### src/rtl/seq_detect_rr_scheduler.sv
// seq_detect_rr_scheduler: one shared sequence detector time-sliced across NUM_CH bit streams by a round-robin arbiter.
// Optional per-channel saturating hit counters are enabled with SEQ_DETECT_HIT_COUNT_EN.
module seq_detect_rr_scheduler #(
    parameter int NUM_CH = 4,
    parameter int CH_W   = 2
) (
    input  logic              clk,
    input  logic              rst,
    input  logic [NUM_CH-1:0] req_valid,
    input  logic [NUM_CH-1:0] req_bit,
    output logic [NUM_CH-1:0] req_ready,
    input  logic [NUM_CH-1:0] chan_clr,
`ifdef SEQ_DETECT_HIT_COUNT_EN
    input  logic [CH_W-1:0]   cnt_sel,
    output logic [7:0]        hit_cnt,
`endif
    output logic              dec_valid,
    output logic [CH_W-1:0]   dec_ch,
    output logic              ctx_busy
);

    typedef enum logic [3:0] {S0, S1, S2, S3, S4, S5, S6, S7, S8} state_t;

    state_t            ctx_q [NUM_CH];
    state_t            ctx_d [NUM_CH];
    logic [CH_W-1:0]   ptr_q, ptr_d;
    logic              dec_valid_q, dec_valid_d;
    logic [CH_W-1:0]   dec_ch_q, dec_ch_d;
    logic              ctx_busy_q, ctx_busy_d;
    logic [NUM_CH-1:0] elig;
    logic [CH_W-1:0]   idx, g;
    logic              found, hit;

    // Illegal encodings fall through to the S0 transitions.
    function automatic state_t nxt(input state_t s, input logic b);
        case (s)
            S0:      return b ? S1 : S0;
            S1:      return b ? S2 : S0;
            S2:      return b ? S3 : S0;
            S3:      return b ? S3 : S4;
            S4:      return b ? S1 : S5;
            S5:      return b ? S6 : S0;
            S6:      return b ? S8 : S7;
            S7:      return b ? S6 : S0;
            S8:      return b ? S3 : S0;
            default: return b ? S1 : S0;
        endcase
    endfunction

    always_comb begin
        elig  = req_valid & ~chan_clr;
        found = 1'b0;
        g     = '0;
        idx   = '0;
        for (int k = 0; k < NUM_CH; k++) begin
            idx = CH_W'((int'(ptr_q) + k) % NUM_CH);
            if (!found && elig[idx]) begin
                found = 1'b1;
                g     = idx;
            end
        end
        req_ready = (found && !rst) ? NUM_CH'(1) << g : '0;
        hit       = found && ctx_q[g] == S8 && req_bit[g];
    end

    always_comb begin
        ctx_busy_d = 1'b0;
        for (int i = 0; i < NUM_CH; i++) begin
            ctx_d[i]   = chan_clr[i] ? S0 : (found && int'(g) == i) ? nxt(ctx_q[i], req_bit[i]) : ctx_q[i];
            ctx_busy_d = ctx_busy_d | (ctx_d[i] != S0);
        end
        ptr_d       = found ? ((int'(g) == NUM_CH - 1) ? '0 : g + 1'b1) : ptr_q;
        dec_valid_d = hit;
        dec_ch_d    = hit ? g : '0;
    end

    always_ff @(posedge clk) begin
        if (rst) begin
            for (int i = 0; i < NUM_CH; i++) ctx_q[i] <= S0;
            ptr_q       <= '0;
            dec_valid_q <= 1'b0;
            dec_ch_q    <= '0;
            ctx_busy_q  <= 1'b0;
        end else begin
            ctx_q       <= ctx_d;
            ptr_q       <= ptr_d;
            dec_valid_q <= dec_valid_d;
            dec_ch_q    <= dec_ch_d;
            ctx_busy_q  <= ctx_busy_d;
        end
    end

    assign dec_valid = dec_valid_q;
    assign dec_ch    = dec_ch_q;
    assign ctx_busy  = ctx_busy_q;

`ifdef SEQ_DETECT_HIT_COUNT_EN
    logic [7:0] cnt_q [NUM_CH];
    logic [7:0] cnt_d [NUM_CH];

    always_comb begin
        for (int i = 0; i < NUM_CH; i++)
            cnt_d[i] = chan_clr[i] ? 8'd0 : (hit && int'(g) == i && cnt_q[i] != 8'hff) ? cnt_q[i] + 8'd1 : cnt_q[i];
        hit_cnt = (int'(cnt_sel) < NUM_CH) ? cnt_q[cnt_sel] : 8'd0;
    end

    always_ff @(posedge clk) begin
        if (rst) begin
            for (int i = 0; i < NUM_CH; i++) cnt_q[i] <= 8'd0;
        end else begin
            cnt_q <= cnt_d;
        end
    end
`endif

endmodule

### config.mk
export PLATFORM = sky130hd
export DESIGN_NAME = seq_detect_rr_scheduler
export DESIGN_NICKNAME = d
export VERILOG_FILES = /design/src/rtl/seq_detect_rr_scheduler.sv
export SDC_FILE = /design/constraint.sdc
export NUM_CORES = 1
export LEC_CHECK = 0
export CELL_PAD_IN_SITES_DETAIL_PLACEMENT = 0
export CELL_PAD_IN_SITES_GLOBAL_PLACEMENT = 1
export CORE_UTILIZATION = 31
export CTS_CLUSTER_SIZE = 8
export DETAILED_ROUTE_END_ITERATION = 16
export PLACE_DENSITY = 0.71
export SLEW_MARGIN = 20
export SYNTH_ARGS = -nofsm -noshare
export SYNTH_HDL_FRONTEND = slang
export SYNTH_SLANG_ARGS = --single-unit
### constraint.sdc
create_clock -name clk -period 4.2 [get_ports clk]
set_clock_uncertainty 0.15 [all_clocks]
set_input_delay 0.84 -clock clk [delete_from_list [all_inputs] [get_ports clk]]
set_output_delay 0.84 -clock clk [all_outputs]
set_load 0.05 [all_outputs]
==> run_results.csv <==
group,metric,value,unit
status,outcome,"finished, final reports clean",
drt,post-route-drc-count,0,
drt,num_vias,1613,
synth,synthAdderAreaFrac,2.96,%
final_layout,antennaDiodeCount,0,
sta,fin_ws,0.248,ns
synth,ys.flop_type,"dfxtp_1",
synth,synth_top_area_share,26.0,%
power,switching_share,32.8,%
synth,syn_area,1690,um2
cts,htreeDepth,1,
cts,cts_resized,0,
setup_path,r2r_end,"ctx_busy$_SDFF_PP0_",
placed_design,port_buffers,21,
synth,syn_inst,208,
drt,drt.antenna.violating_nets,0,
cts,clk_pin_slew_worst_paths,0.09,ns
cts,cts_buffers,3,
sta,setup_viol,0,
synth,synth_top_family_by_area,"simple AND/OR/NAND/NOR gates",
synth,synth_largest_area_cell,"dfxtp_1",
synth,synth_nets,226,
synth,ys_top_cells_by_area,"dfxtp_1, nor2b_1, mux2i_1",
sta,slew_viol_final,0,
final_layout,area_growth,23.1,%
power,clkPwrFrac,26.5,%
die,ios,22,
synth,synth-edff-count,0,
sta,slew_headroom,51.3,%
global_routing,track_usage,14.7,%
setup_path,crit_slowest_cell,"clkdlybuf4s50_1",
synth,yosys.area_share.simple,33.5,%
synth,yosysSeqAreaShare,26.0,%
hold_path,hold_class,"reg -> reg",
sta,fmaxAchievable,0.253,GHz
global_routing,grt.overflow.total,0,
drt,drt-total-wl,4.05,mm
placed_design,post-dp-hpwl,3.15,mm
die,die_h,75.9,um
synth,ys_warn_count,0,
cts,root_buffer,"clkbuf_8",
setup_path,cpPeakStageDelay,0.49,ns
drt,initialDrtViolationCount,98,
placed_design,postPlaceCellArea,2030,um2
setup_path,reg2reg_depth,10,
setup_path,endpoint_kind,"output pin",
synth,synth-compound-area-share,27.1,%
final_layout,drive_gt1_share,11.5,%
power,power.switching,0.190,mW
sta,max_slew.worst_pin.slew,0.720,ns
die,initial_core_util,32.7,%
cts,cts_sinks,22,
power,power_frac_comb,33.4,%
sta,period_needed,3.95,ns
die,die_area,5760,um2
hold_path,hold_depth,2,
power,vdd_drop_max,0.000122,V
setup_path,crit_buf_inv,3,
synth,synth_xor_area_share,0,%
drt,route.detailed.vias_per_inst,5.31,
cts,cts_setup_buffers,0,
sta,finalCritPeriodShare,94.1,%
synth,syn_area_per_cell,8.14,um2
synth,synth-seq-cells,22,
hold_path,hold_end,"ctx_q[13]$_SDFF_PP0_",
sta,finalHoldViolations,0,
cts,cts_hold_buf,0,
power,p_leak,0.784,nW
global_routing,grt_start_max_net_pins,13,
cts,cts_tree,"done",
sta,rsz0062_at_grt,"false",
placed_design,place_congestion,0.851,
synth,postSynth.asyncResetShare,0,%
power,p_int,0.390,mW
setup_path,worstSetupPathType,"in -> out",
sta,tns,0,ns
global_routing,grt_pass1_wl,6.34,mm
drt,drtPass1Iterations,4,
final_layout,design_area,2080,um2
drt,avgRoutedWirePerCell,13.3,um
setup_path,cp-startpoint,"chan_clr[3]",
setup_path,cp_top_family,"simple AND/OR/NAND/NOR gates",
final_layout,final_nets,253,
setup_path,worstPathArrival,2.96,ns
die,core_area,5170,um2
setup_path,rrSetupSlack,1.53,ns
power,p_per_area,278,nW/um2
placed_design,place_ws,0.214,ns
global_routing,antenna_found_initial,0,
flow_run,maxCapViolCount,0,
synth,synth_mux_area_share,4.73,%
cts,clk_path_buf_depth,2,
setup_path,crit_chain,"clkdlybuf4s50_1 -> nor2b_1 -> o221ai_1 -> a22oi_1 -> nand2b_1 -> inv_1 -> ha_1 -> and2_1 -> buf_12",
cts,clock_latency,0.27,ns
power,seq_power_share,40.1,%
hold_path,min-delay-start,"ctx_q[13]$_SDFF_PP0_",
setup_path,r2r-start,"ptr_q[0]$_SDFFE_PP0N_",
die,rows,26,
setup_path,start_kind,"input port",
global_routing,grt_pass1_vias,1361,
setup_path,crit_required,3.21,ns
die,die_w,75.9,um
synth,synth.distinct_cells,52,
setup_path,crit_fanout,6,
cell families after synthesis:
logic type / Yosys count
simple gates: 93
compound gates: 60
flops: 22
mux: 8
buf+inv: 21
fa+ha+maj: 4
tightest hold or removal path, delay by kind of cell (launching register included):
| family | cells | cell delay (ns) |
|---|---|---|
| flip-flops | 1 | 0.38 |
| AO/OA/AOI/OAI | 1 | 0.06 |
| AND/OR/NAND/NOR | 1 | 0.12 |
through the flow:
stage | instances | util [%] | hold slack, ns | power (mW)
2_1_floorplan | 208 | - | 0.380 | 0.363
3_3_place_gp | 300 | 39.2 | 0.429 | 0.429
3_5_place_dp | 300 | 39.2 | 0.424 | 0.430
4_1_cts | 304 | 40.3 | 0.437 | 0.585
5_1_grt | 304 | 40.3 | 0.465 | 0.613
6_report | 304 | 40.3 | 0.450 | 0.580
registers in the layout (all words and copies together) (netlist names):
signal	cells
ctx_busy	1
ctx_q	16
dec_ch	2
dec_valid	1
ptr_q	2
power by group through the flow:
stage	clock (mW)	combinational [mW]	sequential [mW]
finish	0.154	0.194	0.233
CTS	0.159	0.194	0.232
detailed placement	0	0.193	0.237
global route	0.171	0.208	0.234
global placement	0	0.192	0.238
floorplan	0	0.121	0.242
cells in the final DEF, fill, tap and decap left out, drive strengths merged, types with 11 or more instances in the layout:
master	instances
nor2	14
dfxtp	22
nor2b	19
a21oi	15
clkdlybuf4s50	17
buf	14
o21ai	11
inv	12
routing by layer:
| layer | up-vias | share of wire (%) | track usage, % |
|---|---|---|---|
| met5 | - | 0 | 0 |
| li1 | 832 | - | - |
| met4 | 0 | 1.7 | 4.94 |
| met2 | 38 | 46 | 23.3 |
| met1 | 737 | 48 | 19.8 |
| met3 | 6 | 4.2 | 2.78 |
cell type report:
type	count	area [um2]
fillers	510	3090
flip-flops and latches	22	440
repair buffers	31	300
well taps	70	87.6
inverters	12	45.0
clock buffers	4	55.1
multi-input cells	165	1160
synth_stat cells (2+ instances only):
master	n
dfxtp_1	22
nor2b_1	18
a21oi_1	15
nor2_1	14
inv_1	12
o21ai_0	11
and2_1	8
mux2i_1	8
nand2b_1	8
and3_1	7
nand2_1	6
nor3_1	6
clkbuf_1	5
ha_1	4
nand3_1	4
nor3b_1	4
nor4bb_1	4
o211ai_1	4
a22oi_1	3
o221ai_1	3
o41a_1	3
or3b_2	3
a211oi_1	2
a311o_1	2
buf_2	2
buf_6	2
nand4b_1	2
o41ai_2	2
how the worst max path moves through the flow:
stage | endpoint | slack (ns) | cells after the start
after floorplan | req_ready[0] | 0.68 | 6
after global placement | ctx_busy$_SDFF_PP0_ | 0.29 | 11
after detailed placement | ctx_busy$_SDFF_PP0_ | 0.21 | 12
after CTS | req_ready[3] | 0.28 | 9
after global routing | req_ready[1] | 0.15 | 9
final | req_ready[1] | 0.25 | 9
(Power assumes the default switching activity.)
